--- src/rtl/cache_mem_pkg.sv ---
// Shared state, requester and burst-geometry definitions for the cache/memory arbiter.
package cache_mem_pkg;

    typedef enum logic [2:0] {
        IDLE,
        RD_REQ,
        RD_WAIT,
        WR_BURST,
        RESP
    } arb_state_t;

    typedef enum logic {
        REQ_I,
        REQ_D
    } req_id_t;

    localparam int BURST_LEN = 4;
    localparam int CNT_W     = $clog2(BURST_LEN);

endpackage

--- src/rtl/burst_deserializer.sv ---
// Assembles BURST_LEN memory beats into one cache line; beat 0 lands in the low bits.
module burst_deserializer
    import cache_mem_pkg::*;
#(
    parameter int LINE_WIDTH  = 256,
    parameter int BURST_WIDTH = 64
) (
    input  logic                   clk,
    input  logic                   rst,
    input  logic                   beat_vld,
    input  logic [BURST_WIDTH-1:0] beat_data,
    output logic                   line_done,
    output logic [LINE_WIDTH-1:0]  line
);

    localparam int PART_W = LINE_WIDTH - BURST_WIDTH;

    logic [CNT_W-1:0]  count;
    logic [PART_W-1:0] partial;

    assign line_done = beat_vld && (count == CNT_W'(BURST_LEN - 1));

    always_ff @(posedge clk) begin
        if (rst) begin
            count <= '0;
            line  <= '0;
        end else if (beat_vld) begin
            count <= count + 1'b1;
            if (line_done) begin
                line <= {beat_data, partial};
            end
        end
    end

    // Partial slots need no reset: count restarts at 0, so each slot is rewritten before use.
    always_ff @(posedge clk) begin
        if (beat_vld && !line_done) begin
            partial[int'(count)*BURST_WIDTH +: BURST_WIDTH] <= beat_data;
        end
    end

endmodule

--- src/rtl/cache_mem_arbiter.sv ---
// Round-robin arbiter sharing one burst-memory port between I-cache and D-cache line requests.
module cache_mem_arbiter
    import cache_mem_pkg::*;
#(
    parameter int ADDR_WIDTH  = 32,
    parameter int LINE_WIDTH  = 256,
    parameter int BURST_WIDTH = 64
) (
    input  logic                   clk,
    input  logic                   rst,
    input  logic [ADDR_WIDTH-1:0]  i_dfp_addr,
    input  logic                   i_dfp_read,
    output logic [LINE_WIDTH-1:0]  i_dfp_rdata,
    output logic                   i_dfp_resp,
    input  logic [ADDR_WIDTH-1:0]  d_dfp_addr,
    input  logic                   d_dfp_read,
    input  logic                   d_dfp_write,
    input  logic [LINE_WIDTH-1:0]  d_dfp_wdata,
    output logic [LINE_WIDTH-1:0]  d_dfp_rdata,
    output logic                   d_dfp_resp,
    output logic [ADDR_WIDTH-1:0]  bmem_addr,
    output logic                   bmem_read,
    output logic                   bmem_write,
    output logic [BURST_WIDTH-1:0] bmem_wdata,
    input  logic                   bmem_ready,
    input  logic [ADDR_WIDTH-1:0]  bmem_raddr,
    input  logic [BURST_WIDTH-1:0] bmem_rdata,
    input  logic                   bmem_rvalid
);

    localparam int OFF_W = $clog2(LINE_WIDTH / 8);
    localparam logic [ADDR_WIDTH-1:0] LINE_MASK = ~ADDR_WIDTH'((1 << OFF_W) - 1);

    arb_state_t             state_q, state_d;
    req_id_t                gnt_q, last_grant_q, take_id;
    logic                   take, take_wr;
    logic [ADDR_WIDTH-1:0]  sel_addr, addr_q;
    logic [LINE_WIDTH-1:0]  wdata_q;
    logic [CNT_W-1:0]       wr_cnt_q;
    logic                   i_req, d_req, beat_vld, line_done;
    logic [LINE_WIDTH-1:0]  line;

    assign i_req    = i_dfp_read;
    assign d_req    = d_dfp_read || d_dfp_write;
    assign beat_vld = (state_q == RD_WAIT) && bmem_rvalid && (bmem_raddr == addr_q);

    burst_deserializer #(
        .LINE_WIDTH (LINE_WIDTH),
        .BURST_WIDTH(BURST_WIDTH)
    ) u_deser (
        .clk      (clk),
        .rst      (rst),
        .beat_vld (beat_vld),
        .beat_data(bmem_rdata),
        .line_done(line_done),
        .line     (line)
    );

    // Both caches see the last assembled line; only the resp pulse says whose it is.
    assign i_dfp_rdata = line;
    assign d_dfp_rdata = line;

    always_ff @(posedge clk) begin
        if (rst) begin
            state_q      <= IDLE;
            gnt_q        <= REQ_I;
            last_grant_q <= REQ_I;
            addr_q       <= '0;
            wr_cnt_q     <= '0;
        end else begin
            state_q <= state_d;
            if (take) begin
                gnt_q        <= take_id;
                last_grant_q <= take_id;
                addr_q       <= sel_addr & LINE_MASK;
            end
            if (bmem_write) begin
                wr_cnt_q <= wr_cnt_q + 1'b1;
            end
        end
    end

    always_ff @(posedge clk) begin
        if (take && take_wr) begin
            wdata_q <= d_dfp_wdata;
        end
    end

    always_comb begin
        state_d    = state_q;
        take       = 1'b0;
        take_id    = REQ_I;
        take_wr    = 1'b0;
        sel_addr   = i_dfp_addr;
        bmem_read  = 1'b0;
        bmem_write = 1'b0;
        bmem_addr  = '0;
        bmem_wdata = '0;
        i_dfp_resp = 1'b0;
        d_dfp_resp = 1'b0;
        case (state_q)
            IDLE: begin
                // On a tie the side that did not win last time goes first.
                if (i_req && d_req) begin
                    take_id = (last_grant_q == REQ_I) ? REQ_D : REQ_I;
                end else if (d_req) begin
                    take_id = REQ_D;
                end
                take     = i_req || d_req;
                take_wr  = (take_id == REQ_D) && d_dfp_write;
                sel_addr = (take_id == REQ_D) ? d_dfp_addr : i_dfp_addr;
                if (take) begin
                    state_d = take_wr ? WR_BURST : RD_REQ;
                end
            end
            RD_REQ: begin
                if (bmem_ready) begin
                    bmem_read = 1'b1;
                    bmem_addr = addr_q;
                    state_d   = RD_WAIT;
                end
            end
            RD_WAIT: begin
                if (line_done) begin
                    state_d = RESP;
                end
            end
            WR_BURST: begin
                // Only beat 0 waits for ready; the rest stream out back to back.
                if (wr_cnt_q != '0 || bmem_ready) begin
                    bmem_write = 1'b1;
                    bmem_addr  = addr_q;
                    bmem_wdata = wdata_q[int'(wr_cnt_q)*BURST_WIDTH +: BURST_WIDTH];
                    if (wr_cnt_q == CNT_W'(BURST_LEN - 1)) begin
                        state_d = RESP;
                    end
                end
            end
            RESP: begin
                i_dfp_resp = (gnt_q == REQ_I);
                d_dfp_resp = (gnt_q == REQ_D);
                state_d    = IDLE;
            end
            default: state_d = IDLE;
        endcase
    end

    // A granted requester must keep its request up until its resp pulse.
    a_i_hold: assert property (@(posedge clk) disable iff (rst)
        (state_q != IDLE && gnt_q == REQ_I) |-> i_dfp_read);
    a_d_hold: assert property (@(posedge clk) disable iff (rst)
        (state_q != IDLE && gnt_q == REQ_D) |-> (d_dfp_read || d_dfp_write));

endmodule

--- config.mk ---
export PLATFORM = sky130hd
export DESIGN_NAME = cache_mem_arbiter
export DESIGN_NICKNAME = d
export VERILOG_FILES = /design/src/rtl/cache_mem_pkg.sv /design/src/rtl/burst_deserializer.sv /design/src/rtl/cache_mem_arbiter.sv
export SDC_FILE = /design/constraint.sdc
export NUM_CORES = 1
export LEC_CHECK = 0
export CORE_AREA = 4 4 406 408
export CTS_BUF_LIST = sky130_fd_sc_hd__clkbuf_4 sky130_fd_sc_hd__clkbuf_8
export CTS_CLUSTER_SIZE = 16
export DETAILED_ROUTE_END_ITERATION = 10
export DIE_AREA = 0 0 410 412
export GPL_TIMING_DRIVEN = 0
export MAX_ROUTING_LAYER = met4
export PLACE_DENSITY = 0.46
export REMOVE_ABC_BUFFERS = 1
export SLEW_MARGIN = 20
export SYNTH_ARGS = -nofsm -noshare
export SYNTH_HDL_FRONTEND = slang
export SYNTH_SLANG_ARGS = --single-unit
--- constraint.sdc ---
create_clock -name clk -period 8.8 [get_ports clk]
set_clock_uncertainty 0.1 [all_clocks]
set_input_delay 0.88 -clock clk [delete_from_list [all_inputs] [get_ports clk]]
set_output_delay 0.88 -clock clk [all_outputs]
set_load 0.1 [all_outputs]
==> run summary, run 1 <==
Most common cell on crit path = buf_4
Largest net degree at the start of global routing = 110
Power density over the cells = 178 nW/um2
Data arrival, critical path = 5.77 ns
Classification of the worst-slack hold path = in -> reg
RSZ-0062 raised after global routing = false
Post-Synthesis Mean Instance Area = 12.4 um2
Status = finished, final reports clean
Netlist area before placement = 31700 um2
Number of antenna violations at the first check in global routing = 25
Number of iterations in the first detailed-routing pass = 5
Unique cell type count in the Yosys netlist = 39
Clock insertion delay at the later pin of the skew report = 0.84 ns
Static leakage power = 0.0146 uW
Total gr overflow = 0
Part of the cycle the worst path needs = 60.7%
Final cell count without fillers = 5657
Hold Vio Cnt, Final = 0
Vias in the first global route = 25015
Average vias per placed instance = 4.30
Hold Path Origin = rst
Synth warnings = 0
Hold path cells = 2
Standard-cell row count = 148
Total global routing track utilization = 15.3%
Kind of capture point of the worst setup path = flop
Critical-path top delay cell = nor4_1
Least-Margin Pin Slew = 1.20 ns
Setup TNS after final layout = 0 ns
Fmax = 187 MHz
Gate Count Post-Synth = 2562
Vias = 24305
Detailed Place HPWL = 94.8 mm
Required time worst endpoint = 9.23 ns
Top-Level Pins = 1035
Floorplan die width = 410 um
IR drop worst, VDD = 0.131 mV
Worst reg2reg setup slack = 3.57 ns
Final Setup Violations = 0
Capturing point of the worst reg2reg path = u_deser.partial[104]$_DFFE_PP_
Deepest clock path buffer count = 3
Chain of cells forming the critical path = clkdlybuf4s50_1 > xor2_1 > nor4_1 > nand2_1 > or4_1 > nor3b_2 > buf_4 > buf_4 > buf_4 > buf_4 > buf_4 > buf_4 > buf_4 > buf_4 > buf_4
Layout overhead on the synthesized area = 47.0%
Shortest clock period the worst path allows after layout = 5.34 ns
Clock buffers created by TritonCTS = 141
Drt initial violations = 1658
Sink Count = 739
Type of origin of the critical path = primary input
Proportion of layout cells with a drive suffix above 1 = 13.7%
Core footprint = 162000 um2
Clock root buffer = clkbuf_8
Chip height = 412 um
Register area share after synthesis = 60.9%
Count of cells along the worst register-to-register path = 14
Relative max-transition margin = 20.0%
Number of buffers inserted by post-CTS setup repair = 0
Wire length of the first global-routing pass = 183 mm
Cell type with the highest aggregate area in the netlist = edfxtp_1
WL per Instance = 23.2 um
Worst Path Class, Setup = in -> reg
Cts hold-fix bufs = 0
Overall routed net length = 131 mm
Fraction of post-synthesis cell area in the top cell type by area = 42.5%
Slowest cell delay on critical path = 0.83 ns
Number of flip-flops and latches in the synthesized netlist = 739
Dominant cells by area after synthesis = edfxtp_1 (42%), dfxtp_1 (18%), buf_4 (6.2%), o31ai_1 (6.1%), and2_1 (5.6%)
Post-route core utilization = 28.8%
Count of nets after finishing = 3774
Cell count after placement = 5377
Final Max Tran Viols = 0
TritonCTS clock tree = yes
CP max FO = 8
Sum of buffers and inverters on the critical path = 10
Number of routed nets with antenna violations = 0
Clock transition at the registers of the reported paths = 0.06 ns
Weighted congestion at the end of routability-driven global placement = 0.794
Die area = 169000 um2
Post-route DRC = 0
Kind of cell adding the most delay to the critical path = buffers and inverters
Reg-to-reg startpoint = addr_q[26]$_SDFFE_PP0P_
Number of H-tree levels = 4
Post-CTS resize count = 0
Number of buffers added on ports = 1019
Maximum Capacitance Violations = 0
Effective utilization at floorplan = 19.6%
Worst hold endpoint = u_deser.line[201]$_SDFFE_PP0P_
-- cell families (layout without fill, tap and decap cells) --
group	count (synthesis)	after routing	share of synthesized area, %
buffers and inverters	524	1418	9.54
AO/OA/AOI/OAI	553	553	11.0
flip-flops	739	739	60.9
other	1	27	0.0118
XOR/XNOR	28	28	0.775
AND/OR/NAND/NOR	619	619	12.1
adder cells (fa/ha/maj)	6	6	0.237
multiplexers	92	92	5.44
-- layout by cell type, fill, tap and decap left out, drive strengths merged, types with 2 or more instances in the layout --
cell / Yosys / routed
a2111oi: 2 / 2
a211oi: 28 / 28
a21oi: 261 / 261
and2: 285 / 285
and4: 2 / 2
buf: 338 / 137
bufinv: 0 / 3
clkbuf: 179 / 222
clkdlybuf4s50: 0 / 1016
clkinv: 0 / 19
clkinvlp: 0 / 5
conb: 1 / 5
dfxtp: 291 / 291
diode: 0 / 22
edfxtp: 448 / 448
ha: 6 / 6
inv: 7 / 16
mux2i: 28 / 28
mux4: 64 / 64
nand2: 6 / 6
nand3: 6 / 6
nand4: 259 / 259
nor2: 31 / 31
nor3: 5 / 5
nor3b: 7 / 7
nor4: 9 / 9
o21ai: 5 / 5
o31ai: 256 / 256
xnor2: 2 / 2
xor2: 26 / 26
-- cell usage after synthesis --
| master | n |
|---|---|
| nor3_1 | 5 |
| ha_1 | 6 |
| o31ai_1 | 256 |
| and3_1 | 1 |
| or4_1 | 1 |
| inv_1 | 7 |
| edfxtp_1 | 448 |
| a211oi_1 | 28 |
| or2_2 | 1 |
| and3b_1 | 1 |
| xnor2_1 | 2 |
| conb_1 | 1 |
| xor2_1 | 26 |
| buf_1 | 21 |
| and4_1 | 2 |
| clkbuf_1 | 179 |
| mux2i_1 | 28 |
| o21ai_0 | 5 |
| a2111oi_1 | 1 |
| nor4bb_1 | 1 |
| a2111oi_0 | 1 |
| nor2_1 | 31 |
| nor4_1 | 4 |
| and2_1 | 285 |
| mux4_2 | 64 |
| nor3b_1 | 7 |
| nand2b_1 | 1 |
| and4bb_2 | 1 |
| nand4_1 | 259 |
| nand3_1 | 6 |
| buf_4 | 262 |
| nor2b_1 | 1 |
| a31oi_1 | 1 |
| a21oi_1 | 261 |
| nand2_1 | 6 |
| buf_2 | 55 |
| nor4b_1 | 1 |
| nor4_2 | 5 |
| dfxtp_1 | 291 |
-- report_power, final --
part / switching, uW / leakage [uW] / internal, uW
logic: 410 / 0.00684 / 346
registers: 72.1 / 0.00620 / 3830
clock network: 1590 / 0.00158 / 2010
total: 2080 / 0.0146 / 6190
-- sequential cells by signal, summed over array words and instances (netlist names) --
register,count
wdata_q,256
addr_q,27
u_deser.line,256
u_deser.partial,192
u_deser.count,2
state_q,3
wr_cnt_q,2
last_grant_q,1
-- routing by layer --
| layer | routed length, um | global-route usage, % | part of all wire [%] |
|---|---|---|---|
| met1 | 55700 | 18.9 | 42 |
| met5 | 0 | - | 0 |
| met3 | 7030 | 3.34 | 5.4 |
| met4 | 3100 | 4.66 | 2.4 |
| met2 | 65400 | 24.9 | 50 |
-- how the worst max path moves through the flow --
| stage | startpoint | endpoint | slack (ns) | cells after the start |
|---|---|---|---|---|
| floorplan | bmem_raddr[10] | u_deser.partial[100]$_DFFE_PP_ | -5.54 | 5 |
| global placement | u_deser.count[0]$_SDFFE_PP0P_ | u_deser.partial[44]$_DFFE_PP_ | -30.52 | 2 |
| detailed placement | bmem_raddr[26] | u_deser.partial[122]$_DFFE_PP_ | 2.43 | 15 |
| CTS | wr_cnt_q[1]$_SDFFE_PP0P_ | bmem_addr[11] | 3.31 | 6 |
| global route | wr_cnt_q[1]$_SDFFE_PP0P_ | bmem_addr[11] | 3.17 | 6 |
| finish | bmem_raddr[26] | u_deser.partial[104]$_DFFE_PP_ | 3.46 | 15 |
-- metrics by stage --
stage / total power [uW] / area, um2 / hold WS [ns] / worst slack (ns)
2_1_floorplan: 4350 / 28700 / 0.364 / -5.54
3_3_place_gp: 4770 / 41600 / 0.367 / -30.52
3_5_place_dp: 4740 / 43500 / 0.374 / 2.43
4_1_cts: 8420 / 46500 / 0.201 / 3.31
5_1_grt: 8620 / 46500 / 0.239 / 3.17
6_report: 8260 / 46500 / 0.325 / 3.46
-- cell type report --
class,count,area (um2)
Multi-Input combinational cell,1303,9450
Inverter,7,33.8
Clock buffer,222,2640
Clock inverter,36,333
Tap cell,2175,2720
Sequential cell,739,19300
Fill cell,16663,115000
Timing Repair Buffer,1153,12000
Antenna cell,22,55.1
No activity file was read; power rests on OpenSTA's default activity.
==> inputs of run 2 (changes only) <==
- CORE_AREA: 4 4 406 408 -> 4 4 404 406
- DIE_AREA: 0 0 410 412 -> 0 0 408 410
- PLACE_DENSITY: 0.46 -> 0.47
- clock period: 8.8 -> 4.3 ns (I/O delays scaled with it)
==> run summary, run 2 (synthesis results as in run 1) <==
Status = finished, final reports clean
Chain of cells forming the critical path = xor2_1 > nor4_2 > nand4_1 > buf_6 > or4_4 > nor3b_4 > buf_6 > buf_4 > buf_4 > buf_12 > buf_4 > buf_4 > buf_4
Vias = 25552
WL per Instance = 23.2 um
Proportion of layout cells with a drive suffix above 1 = 14.6%
Shortest clock period the worst path allows after layout = 4.07 ns
Hold Slack = 0.144 ns
Number of antenna violations at the first check in global routing = 12
Clock root buffer = clkbuf_8
Most common cell after layout, fill and taps aside = clkdlybuf4s50_1
Chip height = 410 um
Maximum Capacitance Violations = 0
Final Max Tran Viols = 0
Deepest clock path buffer count = 3
Most common cell on crit path = buf_4
Clock transition at the registers of the reported paths = 0.06 ns
Sink Count = 739
Overall routed net length = 135 mm
Number of H-tree levels = 4
Clock insertion delay at the later pin of the skew report = 0.81 ns
Type of origin of the critical path = flop
Drt initial violations = 1862
Required time worst endpoint = 4.70 ns
Detailed Place HPWL = 96.9 mm
Largest net degree at the start of global routing = 110
Top-Level Pins = 1035
Worst Path Class, Setup = reg -> reg
Weighted congestion at the end of routability-driven global placement = 0.835
Effective utilization at floorplan = 19.8%
IR drop worst, VDD = 0.224 mV
Clock buffers created by TritonCTS = 143
Core footprint = 160000 um2
Hold Vio Cnt, Final = 0
Number of routed nets with antenna violations = 0
CP max FO = 25
Number of iterations in the first detailed-routing pass = 7
Post-route core utilization = 30.7%
Average vias per placed instance = 4.40
Static leakage power = 0.0159 uW
Data arrival, critical path = 4.47 ns
Worst-case setup margin in the final layout = 0.231 ns
Slowest cell delay on critical path = 0.60 ns
Classification of the worst-slack hold path = in -> reg
Kind of capture point of the worst setup path = flop
Fmax = 246 MHz
Relative max-transition margin = 20.9%
Placed cell area = 43500 um2
Vias in the first global route = 26586
Final Setup Violations = 0
Total gr overflow = 0
Layout overhead on the synthesized area = 55.2%
Count of nets after finishing = 4033
Floorplan die width = 408 um
Part of the cycle the worst path needs = 94.6%
Critical-path top delay cell = or4_4
Wire length of the first global-routing pass = 191 mm
Commonest cells after routing, fill and taps aside = clkdlybuf4s50_1 (925), edfxtp_1 (448), dfxtp_1 (289), and2_1 (284), a21oi_1 (261)
Number of filler instances in the final layout = 16301
Final Total Pwr = 17300 uW
TritonCTS clock tree = yes
Post-route DRC = 0
Area of all placed cells without fillers = 49100 um2
Number of buffers added on ports = 1019
Largest registers = u_deser.line x256, wdata_q x256, u_deser.partial x192
Standard-cell row count = 147
Minimum setup slack after placement = -1.39 ns
Die area = 167000 um2
Least-Margin Pin Slew = 1.18 ns
Power density over the cells = 353 nW/um2
Total global routing track utilization = 15.8%
[run 2: changes by cell type in the layout (fill, tap and decap cells not counted), moves of 3 or more]
cell / delta
buf_2: +3
inv_6: -3
clkinvlp_4: -3
clkbuf_2: +3
dlygate4sd3_1: +247
dlygate4sd2_1: +23
clkdlybuf4s50_1: -91
buf_12: +3
diode_2: -17
buf_4: +6
clkdlybuf4s15_2: +48
inv_8: +5
clkdlybuf4s15_1: +14
[run 2: power breakdown]
| part | switching [uW] | internal, uW |
|---|---|---|
| Clock | 3310 | 4300 |
| Combinational | 906 | 836 |
| Sequential | 146 | 7840 |
[run 2: layout make-up]
class | count | area, um2 | area share [%]
Timing Repair Buffer | 1410 | 14600 | 29.7
Clock inverter | 40 | 428 | 0.871
Tap cell | 2086 | 2610 | 5.31
Antenna cell | 5 | 12.5 | 0.0255
Sequential cell | 739 | 19300 | 39.3
Inverter | 7 | 33.8 | 0.0688
Clock buffer | 223 | 2660 | 5.41
Multi-Input combinational cell | 1303 | 9490 | 19.3
[run 2: critical path, delay by kind of cell, from the launching register on]
kind | cells | cell delay [ns]
buffers and inverters | 8 | 1.61
DFF | 1 | 0.32
and+or+nand+nor | 4 | 1.47
xor gates and xnor gates | 1 | 0.17
[run 2: worst paths after layout]
check / slack (ns) / depth (start not counted) / to / from
worst max-delay path: 0.23 / 13 / u_deser.partial[125]$_DFFE_PP_ / addr_q[28]$_SDFFE_PP0P_
worst min-delay path: 0.14 / 1 / wdata_q[210]$_DFFE_PP_ / d_dfp_wdata[210]
worst max register to register: 0.23 / 13 / u_deser.partial[125]$_DFFE_PP_ / addr_q[28]$_SDFFE_PP0P_
worst min register to register: 0.38 / 2 / u_deser.line[212]$_SDFFE_PP0P_ / u_deser.line[212]$_SDFFE_PP0P_
[run 2: what timing repair did]
action,CTS,global route
setup endpoints to repair,163,31
setup buffers,5,0
hold buffers,247,0
hold endpoints to repair,264,0
gates cloned,0,0
resized for setup,207,18
pin swaps,4,0
[run 2: metrics by stage]
step | instances | TNS [ns]
after floorplan | 2049 | -4869.85
after global placement | 5154 | -
after CTS | 5808 | 0
after global routing | 5810 | -0.000782
final | 5813 | 0
after detailed placement | 5296 | -69.10
[run 2: metal layers]
metal  up-vias  track usage [%]  wire (um)
li1      11555                -          -
met1     12935             20.0      58600
met2       866             26.1      66700
met3       196             2.58       6130
met4         0             4.63       3520
met5         -                -          0
==> inputs of run 3 (changes only) <==
- GPL_TIMING_DRIVEN: 0 -> not set
==> run summary, run 3 (synthesis results as in run 1) <==
Status = finished, final reports clean
RSZ-0062 raised after global routing = false
Fmax = 275 MHz
Count of cells along the worst register-to-register path = 7
Hold path cells = 1
Detailed Place HPWL = 89.2 mm
Largest net degree at the start of global routing = 136
Worst hold endpoint = wdata_q[235]$_DFFE_PP_
Area of all placed cells without fillers = 47800 um2
Clock transition at the registers of the reported paths = 0.05 ns
Post-route DRC = 0
Core footprint = 160000 um2
Type of origin of the critical path = flop
TritonCTS clock tree = yes
Number of filler instances in the final layout = 16434
Total gr overflow = 0
Number of buffers added on ports = 1019
Deepest clock path buffer count = 3
Hold Path Origin = d_dfp_wdata[235]
Number of buffers inserted by post-CTS setup repair = 0
Average vias per placed instance = 4.39
Shortest clock period the worst path allows after layout = 3.64 ns
Worst reg2reg setup slack = 1.04 ns
Clock insertion delay at the later pin of the skew report = 0.81 ns
Final Max Tran Viols = 0
Clock root buffer = clkbuf_8
Weighted congestion at the end of routability-driven global placement = 0.843
Top-Level Pins = 1035
Drt initial violations = 1550
Number of H-tree levels = 4
Post-CTS resize count = 0
Least-Margin Pin Slew = 1.14 ns
Largest registers = u_deser.line x256, wdata_q x256, u_deser.partial x192
Startpoint of the most critical setup path = wr_cnt_q[1]$_SDFFE_PP0P_
Layout overhead on the synthesized area = 50.9%
Classification of the worst-slack hold path = in -> reg
Effective utilization at floorplan = 19.8%
Part of the cycle the worst path needs = 84.7%
Relative max-transition margin = 23.8%
Die area = 167000 um2
CP max FO = 27
Required time worst endpoint = 3.77 ns
Commonest cells after routing, fill and taps aside = clkdlybuf4s50_1 (923), edfxtp_1 (448), dfxtp_1 (289), and2_1 (284), a21oi_1 (261)
Data arrival, critical path = 3.11 ns
Vias in the first global route = 26290
Cts hold-fix bufs = 245
IR drop worst, VDD = 0.248 mV
Floorplan die width = 408 um
Maximum Capacitance Violations = 0
Power density over the cells = 363 nW/um2
Static leakage power = 0.0154 uW
Standard-cell row count = 147
Total global routing track utilization = 15.7%
Setup TNS after final layout = 0 ns
Most common cell after layout, fill and taps aside = clkdlybuf4s50_1
Number of iterations in the first detailed-routing pass = 5
Chip height = 410 um
Sink Count = 739
Capturing point of the worst reg2reg path = u_deser.partial[106]$_DFFE_PP_
Kind of capture point of the worst setup path = output pin
Vias = 25166
Reg-to-reg startpoint = addr_q[27]$_SDFFE_PP0P_
Final Setup Violations = 0
Hold Vio Cnt, Final = 0
Wire length of the first global-routing pass = 189 mm
Clock buffers created by TritonCTS = 140
Number of routed nets with antenna violations = 0
Worst Path Class, Setup = reg -> out
Number of antenna violations at the first check in global routing = 13
Proportion of layout cells with a drive suffix above 1 = 13.5%
WL per Instance = 23.3 um
Count of nets after finishing = 3951
Overall routed net length = 133 mm
Placed cell area = 42100 um2
run 3: cell count changes in the layout (fill, tap and decap cells not counted), moves of 10 or more:
| cell | previous run | this run |
|---|---|---|
| clkdlybuf4s15_2 | 48 | 0 |
| buf_4 | 54 | 139 |
| buf_12 | 7 | 23 |
| buf_8 | 11 | 1 |
| clkbuf_4 | 66 | 41 |
| clkdlybuf4s15_1 | 14 | 0 |
| dlygate4sd2_1 | 23 | 0 |
| buf_6 | 47 | 0 |
| buf_16 | 26 | 0 |
run 3: final cells by class:
class | count | area (um2) | share of cell area (%)
diodes | 8 | 20.0 | 0.0419
clock buffers | 205 | 2560 | 5.37
clock inverters | 56 | 591 | 1.24
inverters | 7 | 33.8 | 0.0707
multi-input cells | 1303 | 9450 | 19.8
flip-flops and latches | 739 | 19300 | 40.4
well taps | 2086 | 2610 | 5.46
repair buffers | 1331 | 13200 | 27.7
run 3: worst max path at each step:
| stage | endpoint | slack [ns] |
|---|---|---|
| 2_1_floorplan | u_deser.partial[100]$_DFFE_PP_ | -9.59 |
| 3_3_place_gp | u_deser.partial[107]$_DFFE_PP_ | 0.54 |
| 3_5_place_dp | u_deser.partial[78]$_DFFE_PP_ | 0.55 |
| 4_1_cts | bmem_addr[11] | 0.49 |
| 5_1_grt | bmem_addr[11] | 0.36 |
| 6_report | bmem_addr[11] | 0.66 |
run 3: power by group:
group | switching (uW) | internal (uW)
registers | 141 | 7840
clock network | 3320 | 4330
logic | 900 | 813
run 3: stage by stage:
step	instances	util (%)	setup WS (ns)	total power (uW)	hold slack (ns)
after floorplan	2049	-	-9.59	8910	0.364
after global placement	5221	26.4	0.540	9630	0.366
after detailed placement	5221	26.4	0.551	9640	0.377
after CTS	5727	29.9	0.489	17600	0.0108
after global routing	5732	29.9	0.356	18100	0.0251
final	5735	29.9	0.658	17400	0.141
run 3: critical path: stages (launching register included):
cell and delay, ns:
dfxtp_4 0.46, inv_1 0.07, ha_1 0.20, o21ai_0 0.15
and3b_1 0.79, and2_1 0.31, buf_4 0.32
run 3: per-layer routing:
metal  GRT usage [%]  vias up  share of wire, %
met5               -        -                 0
met4            4.50        0               2.4
met3            2.77      175               4.7
met2            26.1      785                50
met1            19.6    12850                43
li1                -    11356                 -
